File: src/rtl/fc_argmax_classifier.sv
// Captures the FC layer's sign-magnitude output vector on a done_flag rising edge,
// scans it serially for the largest logit and presents index/value on valid/ready.
module fc_argmax_classifier #(
   parameter int DATA_WIDTH = 16,
   parameter int NODES      = 10,
   parameter int IDX_W      = 4
) (
   input  logic                        clk,
   input  logic                        reset,
   input  logic                        done_flag,
   input  logic [DATA_WIDTH*NODES-1:0] fc_in,
   input  logic                        out_ready,
   output logic                        out_valid,
   output logic [IDX_W-1:0]            class_idx,
   output logic [DATA_WIDTH-1:0]       max_val,
   output logic                        busy,
   output logic                        drop_flag
);

   localparam logic [1:0] S_IDLE = 2'd0;
   localparam logic [1:0] S_SCAN = 2'd1;
   localparam logic [1:0] S_HOLD = 2'd2;

   localparam int MAG_W = DATA_WIDTH - 1;
   localparam logic [IDX_W-1:0] LAST_IDX = IDX_W'(NODES - 1);

   logic [1:0]                  state_q, state_d;
   logic                        done_q, done_d;
   logic [DATA_WIDTH*NODES-1:0] snap_q, snap_d;
   logic [IDX_W-1:0]            cnt_q, cnt_d;
   logic [IDX_W-1:0]            best_idx_q, best_idx_d;
   logic [DATA_WIDTH-1:0]       best_val_q, best_val_d;
   logic                        out_valid_q, out_valid_d;
   logic [IDX_W-1:0]            class_idx_q, class_idx_d;
   logic [DATA_WIDTH-1:0]       max_val_q, max_val_d;
   logic                        drop_q, drop_d;

   logic                        start;
   logic [DATA_WIDTH-1:0]       cand;
   logic [IDX_W-1:0]            next_idx;
   logic [DATA_WIDTH-1:0]       next_val;

   // Strict sign-magnitude greater-than; a zero magnitude counts as positive so -0 == +0.
   function automatic logic sm_gt(input logic [DATA_WIDTH-1:0] a, input logic [DATA_WIDTH-1:0] b);
      logic [MAG_W-1:0] am, bm;
      logic             a_neg, b_neg;
      am    = a[MAG_W-1:0];
      bm    = b[MAG_W-1:0];
      a_neg = a[DATA_WIDTH-1] & (am != '0);
      b_neg = b[DATA_WIDTH-1] & (bm != '0);
      if (a_neg != b_neg) sm_gt = b_neg;
      else if (!a_neg)    sm_gt = (am > bm);
      else                sm_gt = (am < bm);
   endfunction

   always_comb begin
      state_d     = state_q;
      done_d      = done_flag;
      snap_d      = snap_q;
      cnt_d       = cnt_q;
      best_idx_d  = best_idx_q;
      best_val_d  = best_val_q;
      out_valid_d = out_valid_q;
      class_idx_d = class_idx_q;
      max_val_d   = max_val_q;
      drop_d      = drop_q;

      start    = done_flag & ~done_q;
      cand     = snap_q[int'(cnt_q)*DATA_WIDTH +: DATA_WIDTH];
      next_idx = best_idx_q;
      next_val = best_val_q;
      if (sm_gt(cand, best_val_q)) begin
         next_idx = cnt_q;
         next_val = cand;
      end

      case (state_q)
         S_IDLE: begin
            if (start) begin
               snap_d     = fc_in;
               best_idx_d = '0;
               best_val_d = fc_in[DATA_WIDTH-1:0];
               cnt_d      = IDX_W'(1);
               state_d    = S_SCAN;
            end
         end
         S_SCAN: begin
            if (start) drop_d = 1'b1;
            best_idx_d = next_idx;
            best_val_d = next_val;
            if (cnt_q == LAST_IDX) begin
               class_idx_d = next_idx;
               max_val_d   = next_val;
               out_valid_d = 1'b1;
               state_d     = S_HOLD;
            end else begin
               cnt_d = cnt_q + IDX_W'(1);
            end
         end
         S_HOLD: begin
            if (start) drop_d = 1'b1;
            if (out_ready) begin
               out_valid_d = 1'b0;
               state_d     = S_IDLE;
            end
         end
         default: state_d = S_IDLE;
      endcase
   end

   always_ff @(posedge clk) begin
      if (!reset) begin
         state_q     <= S_IDLE;
         done_q      <= 1'b0;
         snap_q      <= '0;
         cnt_q       <= '0;
         best_idx_q  <= '0;
         best_val_q  <= '0;
         out_valid_q <= 1'b0;
         class_idx_q <= '0;
         max_val_q   <= '0;
         drop_q      <= 1'b0;
      end else begin
         state_q     <= state_d;
         done_q      <= done_d;
         snap_q      <= snap_d;
         cnt_q       <= cnt_d;
         best_idx_q  <= best_idx_d;
         best_val_q  <= best_val_d;
         out_valid_q <= out_valid_d;
         class_idx_q <= class_idx_d;
         max_val_q   <= max_val_d;
         drop_q      <= drop_d;
      end
   end

   assign out_valid = out_valid_q;
   assign class_idx = class_idx_q;
   assign max_val   = max_val_q;
   assign busy      = (state_q != S_IDLE);
   assign drop_flag = drop_q;

endmodule

File: config.mk
export PLATFORM = sky130hd
export DESIGN_NAME = fc_argmax_classifier
export DESIGN_NICKNAME = d
export VERILOG_FILES = /design/src/rtl/fc_argmax_classifier.sv
export SDC_FILE = /design/constraint.sdc
export NUM_CORES = 1
export LEC_CHECK = 0
export CAP_MARGIN = 20
export CORE_MARGIN = 2
export CORE_UTILIZATION = 35
export CTS_BUF_LIST = sky130_fd_sc_hd__clkbuf_16
export CTS_CLUSTER_SIZE = 40
export DETAILED_ROUTE_END_ITERATION = 6
export DONT_BUFFER_PORTS = 1
export GPL_TIMING_DRIVEN = 0
export PLACE_DENSITY = 0.53
export SETUP_SLACK_MARGIN = 0.15
export SLEW_MARGIN = 15
export SYNTH_ARGS = -nofsm -noshare
export SYNTH_HDL_FRONTEND = slang
export SYNTH_SLANG_ARGS = --single-unit
File: constraint.sdc
create_clock -name clk -period 5.9 [get_ports clk]
set_input_delay 0.295 -clock clk [delete_from_list [all_inputs] [get_ports clk]]
set_output_delay 0.295 -clock clk [all_outputs]
set_load 0.02 [all_outputs]
==> reports/summary.txt, run 1 <==
Clock slew at reported path FFs -> 0.07 ns
Reg2reg start -> cnt_q[0]$_SDFFE_PN0P_
Largest cells by area after synthesis -> dfxtp_1 (43%), nand2_1 (13%), a21oi_1 (9.0%)
Post-Place Setup Slack -> 0.9211 ns
Area of the multi-input gates -> 5001 um2
HP Class -> primary input to flop
Antenna violations before repair -> 1
Layout Nets -> 1,570
Synth top cells by count -> nand2_1 (348), dfxtp_1 (209), a21oi_1 (175), clkbuf_1 (86), nor2_1 (38)
Initial core utilization -> 35.34%
Clock period minus worst slack -> 5.047 ns
First-pass GRT wire length -> 54,390 um
H-tree depth -> 1
WP data required -> 6.27 ns
Rows -> 61
Height of the die -> 171.0 um
Layout cells sized above 1 -> 7.061%
Fin. max-slew vios -> 0
Gr ovfl total -> 0
Gpl congestion -> 0.9051
Pleak -> 0.004627 uW
Storage cell area -> 4184 um2
Max-cap violations -> 0
CP arrival -> 5.42 ns
Routed len/inst -> 20.39 um
Hold_sp -> fc_in[6]
Clk buf depth -> 3
Port bufs -> 0
Mapped Cells -> 1,198
Worst Setup Start Kind -> flop
Largest net degree at the start of global routing -> 14
Later-pin clock latency in the skew report -> 0.55 ns
Skew final -> 0.02380 ns
Worst-Margin Slew -> 1.030 ns
EDFF count, synth -> 0
DR vias -> 9,471
Setup ws final -> 0.8531 ns
Global Route Usage Sum -> 24.55%
Final setup viols -> 0
Number of synthesized register bits -> 209
Synth top area share -> 42.85%
Post-Syn Nets -> 1,383
Fmax -> 198.1 MHz
Count of cell types in the netlist -> 50
Peak VDD IR -> 0.0001931 V
Ys Warns -> 0
Unrepaired setup endpoints after global routing -> no
Power Density -> 332.0 nW/um2
Crit path from -> cnt_q[0]$_SDFFE_PN0P_
Hpwl dp -> 26,610 um
CTS tree -> built
Fillers -> 2,767
I/O pin total -> 187
Drt pass-1 iters -> 5
Root Driver -> clkbuf_16
Crit Path Class -> flop to flop
Die width -> 171.0 um
Leading area contributor after synthesis -> dfxtp_1
Vias per inst -> 5.318
CTS Buf Count -> 24
Final period util -> 85.54%
DRC -> 0
Vias in the first global route -> 9,373
Post-synthesis sequential area ratio -> 42.85%
Final setup TNS -> 0 ns
Die area -> 29,250 um2
Slew headroom -> 31.35%
Clock Sinks -> 209
Layout area overhead -> 30.22%
Post-route ant nets -> 0
Async set or reset register ratio after synthesis -> 0%
Worst Setup End Kind -> flop
Most numerous cell in the Yosys netlist -> nand2_1
Worst-path maximum fanout -> 10
Synthesized cell area -> 9764 um2
Prevailing post-synth register cell -> dfxtp_1
Drt total wl -> 36,320 um
Final hold violations -> 0
Avg Inst Size Synth -> 8.151 um2
Initial drt markers -> 778
Core area -> 27,630 um2
Status -> completed
[cell type report]
type / instances / area share (%)
antenna: 1 / 0.01968
clock buffer: 24 / 4.723
tap: 378 / 3.720
buffer: 101 / 3.523
multi-input combinational: 853 / 39.33
sequential: 209 / 32.91
clock inverter: 19 / 2.067
inverter: 35 / 1.033
timing repair buffer: 161 / 12.67
[metal layers]
| metal | routed length (um) | GRT usage (%) | vias up |
|---|---|---|---|
| li1 | - | - | 4589 |
| met1 | 16750 | 33.45 | 4508 |
| met2 | 16430 | 39.50 | 308 |
| met3 | 2096 | 4.002 | 66 |
| met4 | 1042 | 8.290 | 0 |
| met5 | 0 | 0 | - |
[per-stage QoR]
| stage | std cells | hold WS, ns | utilization (%) | cell area [um2] | total power (uW) |
|---|---|---|---|---|---|
| 2_1_floorplan | 1198 | 0.4167 | - | 9764 | 2227 |
| 3_3_place_gp | 1576 | 0.4191 | 37.05 | 10240 | 2500 |
| 3_5_place_dp | 1576 | 0.4229 | 37.05 | 10240 | 2513 |
| 4_1_cts | 1780 | 0.01217 | 46.01 | 12710 | 4224 |
| 5_1_grt | 1781 | 0.03882 | 46.02 | 12710 | 4404 |
| 6_report | 1781 | 0.02779 | 46.02 | 12710 | 4222 |
[critical path, cell delays in order, from the launching register on]
cell,delay (ns)
dfxtp_1,0.60
buf_6,0.25
buf_6,0.20
buf_4,0.25
buf_6,0.23
buf_6,0.19
mux2i_1,0.29
o32a_1,0.39
inv_1,0.08
ha_1,0.32
nand4_1,0.13
a211oi_1,0.06
o31ai_1,0.37
a21oi_1,0.24
or2_2,0.32
clkbuf_1,0.17
nand2_1,0.13
clkbuf_1,0.48
a211oi_1,0.16
[state kept, by name (all words and copies together) (netlist names)]
signal and count:
done_q 1, class_idx 4, out_valid 1, best_idx_q 4, snap_q 160, state_q 2, max_val 16, cnt_q 4
drop_flag 1, best_val_q 16
[path summary, 6_finish.rpt]
check | slack (ns) | cells past startpoint | to
hold reg to reg | 0.45 | 2 | snap_q[106]$_SDFFE_PN0P_
setup reg to reg | 0.85 | 18 | best_val_q[8]$_SDFFE_PN0P_
setup / recovery | 0.85 | 18 | best_val_q[8]$_SDFFE_PN0P_
hold / removal | 0.03 | 2 | best_val_q[6]$_SDFFE_PN0P_
[placed cells by master, fill, tap and decap left out, drive strengths merged, types with 21 or more instances in the layout]
cell / instances
ha: 21
inv: 38
nand3: 34
nor2: 38
nand2: 348
dlygate4sd3: 161
clkbuf: 110
a21oi: 175
dfxtp: 209
mux2: 28
[timing repair]
action	in CTS	in global routing
endpoints found under the hold margin	161	0
buffers inserted	0	0
hold buffers	161	0
gates resized for setup	0	0
[power by group]
| group | leakage [uW] | internal (uW) | switching (uW) | total [uW] |
|---|---|---|---|---|
| Clock | 0.000428 | 1010 | 625 | 1630 |
| Sequential | 0.00171 | 1520 | 93.1 | 1620 |
| Combinational | 0.00249 | 352 | 624 | 976 |
| Total | 0.00463 | 2880 | 1340 | 4220 |
[kinds of logic after synthesis]
| family | after synthesis | synth area share, % |
|---|---|---|
| and+or+nand+nor | 470 | 19.91 |
| AOI/OAI and AO/OA | 295 | 18.99 |
| DFF | 209 | 42.85 |
| buffers and inverters | 136 | 5.933 |
| muxes | 65 | 9.444 |
| adders and majority gates | 21 | 2.691 |
| xor gates and xnor gates | 2 | 0.1794 |
No activity file was read; power rests on OpenSTA's default activity.
==> run 2: changes to the inputs <==
- CORE_MARGIN: 2 -> 3
- CORE_UTILIZATION: 35 -> 45
- PLACE_DENSITY: 0.53 -> 0.64
==> run 2 against run 1 <==
  * Clock power shrank 14%
  * Via count grew 1.7%
  * Worst hold slack gained 0.026 ns
  * Design area shrank 2.2%
  * Core utilization grew 13 points
  * Global-route usage grew 4.6 points
  * Sequential cell count is the same
  * Critical path type unchanged
  * Highest routed layer unchanged
  * Maximum frequency is essentially flat
  * Count of clock-buffer cells in the layout shrank 1
  * Setup slack lost 0.0043 ns
==> reports/summary.txt, run 2 (same netlist as run 1, synthesis figures left out) <==
Clock period minus worst slack -> 5.051 ns (+0.004296 ns)
CTS Buf Count -> 23 (-4.2%)
Gr ovfl total -> 0 (unchanged)
Global Route Usage Sum -> 29.19% (+4.6 points)
Status -> completed
First-pass GRT wire length -> 54,120 um (-0.49%)
Layout area overhead -> 27.36%
Most common cell after layout, fill and taps aside -> nand2_1
Area of the multi-input gates -> 5001 um2 (unchanged)
Core area -> 21,150 um2 (-23%)
Worst-path maximum fanout -> 10 (unchanged)
Drt total wl -> 35,590 um (-2.0%)
Layout Nets -> 1,569 (-0.064%)
Rows -> 53 (-13%)
R2R depth -> 18 (unchanged)
Power Density -> 320.2 nW/um2 (-3.6%)
Final hold violations -> 0 (unchanged)
Commonest cells after routing, fill and taps aside -> nand2_1 (348), dfxtp_1 (209), a21oi_1 (175)
Fmax -> 198.0 MHz (about the same)
Final setup TNS -> 0 ns (unchanged)
Slew headroom -> 31.53% (+0.18 points)
Worst Setup Start Kind -> flop
Height of the die -> 153.3 um (-10%)
Root Driver -> clkbuf_16
Reg2reg start -> cnt_q[0]$_SDFFE_PN0P_
Fin. max-slew vios -> 0 (unchanged)
Worst Setup End Kind -> flop
Max-cap violations -> 0 (unchanged)
Port bufs -> 0 (unchanged)
Worst-Margin Slew -> 1.027 ns (-0.002674 ns)
CP arrival -> 5.42 ns (about the same)
Hpwl dp -> 25,030 um (-5.9%)
Pleak -> 0.004561 uW (-1.4%)
Clock slew at reported path FFs -> 0.07 ns (about the same)
Hold_sp -> fc_in[1]
HP Class -> primary input to flop
Vias in the first global route -> 9,322 (-0.54%)
Initial drt markers -> 861 (+11%)
Fillers -> 1,861 (-33%)
Unrepaired setup endpoints after global routing -> no
Final setup viols -> 0 (unchanged)
Clk buf depth -> 3 (unchanged)
WP data required -> 6.26 ns (about the same)
Largest register by flop count -> snap_q
Vias per inst -> 5.748 (+8.1%)
Hold depth -> 2 (unchanged)
Area post-placement -> 10,110 um2 (-1.3%)
DR vias -> 9,634 (+1.7%)
Skew final -> 0.01258 ns (-0.01123 ns)
I/O pin total -> 187 (unchanged)
Antenna violations before repair -> 2 (+1)
Final instance area -> 12,440 um2 (-2.2%)
Initial core utilization -> 46.16% (+11 points)
CTS resizes -> 0 (unchanged)
Largest net degree at the start of global routing -> 14 (unchanged)
Clock Sinks -> 209 (unchanged)
Storage cell area -> 4184 um2 (unchanged)
CTS tree -> built
Layout cells sized above 1 -> 6.938% (-0.12 points)
DRC -> 0 (unchanged)
Post-layout util -> 58.79% (+13 points)
Max FFs per register -> 160 (unchanged)
Die width -> 153.3 um (-10%)
Post-route ant nets -> 0 (unchanged)
Gpl congestion -> 0.9608 (+6.2%)
Peak VDD IR -> 0.0001872 V (-3.0%)
Routed len/inst -> 21.24 um (+4.1%)
Post CTS Setup Buffer Count -> 0 (unchanged)
H-tree depth -> 1 (unchanged)
Crit Path Class -> flop to flop
Later-pin clock latency in the skew report -> 0.51 ns (-0.04 ns)
Final period util -> 85.61% (about the same)
Crit path from -> cnt_q[0]$_SDFFE_PN0P_
Drt pass-1 iters -> 5 (unchanged)
Die area -> 23,500 um2 (-20%)
-- run 2: cell types whose count changed in the layout (fill, tap and decap cells not counted), sizes merged --
| cell | change |
|---|---|
| clkbuf | -1 |
| bufinv | -4 |
| inv | +2 |
| diode | +2 |
| clkinv | -1 |
-- run 2: power breakdown --
part           internal (uW)  total, uW  switching (uW)
registers               1520       1620            99.4
clock network            796       1400             600
logic                    351        964             613
total                   2670       3980            1310
-- run 2: layout make-up --
class | instances | share of cell area (%)
multi-input cells | 853 | 40.22
flip-flops and latches | 209 | 33.65
repair buffers | 161 | 12.96
clock buffers | 23 | 4.628
plain buffers | 101 | 3.602
well taps | 275 | 2.767
clock inverters | 16 | 1.067
inverters | 35 | 1.056
diodes | 3 | 0.06037
-- run 2: final timing paths --
path / slack [ns] / end
worst max-delay path: 0.85 / best_val_q[7]$_SDFFE_PN0P_
worst min-delay path: 0.05 / best_val_q[1]$_SDFFE_PN0P_
worst max register to register: 0.85 / best_val_q[7]$_SDFFE_PN0P_
worst min register to register: 0.45 / snap_q[108]$_SDFFE_PN0P_
-- run 2: repair_timing --
| action | 4_1_cts | 5_1_grt |
|---|---|---|
| setup endpoints to repair | 0 | 0 |
| hold buffers | 161 | 0 |
| hold endpoints to repair | 161 | 0 |
-- run 2: worst max-delay path: stages (launching register included) --
cell and delay (ns):
dfxtp_1 0.58, buf_6 0.24, buf_6 0.20, buf_4 0.26, buf_6 0.23, buf_6 0.19, mux2i_1 0.32, o32a_1 0.42
inv_1 0.09, ha_1 0.32, nand4_1 0.13, a211oi_1 0.06, o31ai_1 0.35, a21oi_1 0.22, or2_2 0.31, clkbuf_1 0.17
nand2_1 0.12, clkbuf_1 0.50, a211oi_1 0.16
-- run 2: per-stage QoR --
stage | setup slack (ns) | power (uW) | cells | hold WS, ns
after CTS | 0.9740 | 3959 | 1673 | 0.04498
after global placement | 1.031 | 2486 | 1473 | 0.4194
after floorplan | 2.221 | 2227 | 1198 | 0.4167
final | 0.8488 | 3982 | 1676 | 0.05390
after global routing | 0.6301 | 4138 | 1675 | 0.04959
after detailed placement | 1.028 | 2496 | 1473 | 0.4223
-- run 2: layer usage --
metal  vias to the layer above  track usage, %  part of all wire, %
li1                       4585               -                    -
met1                      4536           40.27                   43
met2                       444           47.67                   47
met3                        69           4.587                  7.2
met4                         0           8.316                  2.8
met5                         -               0                    0
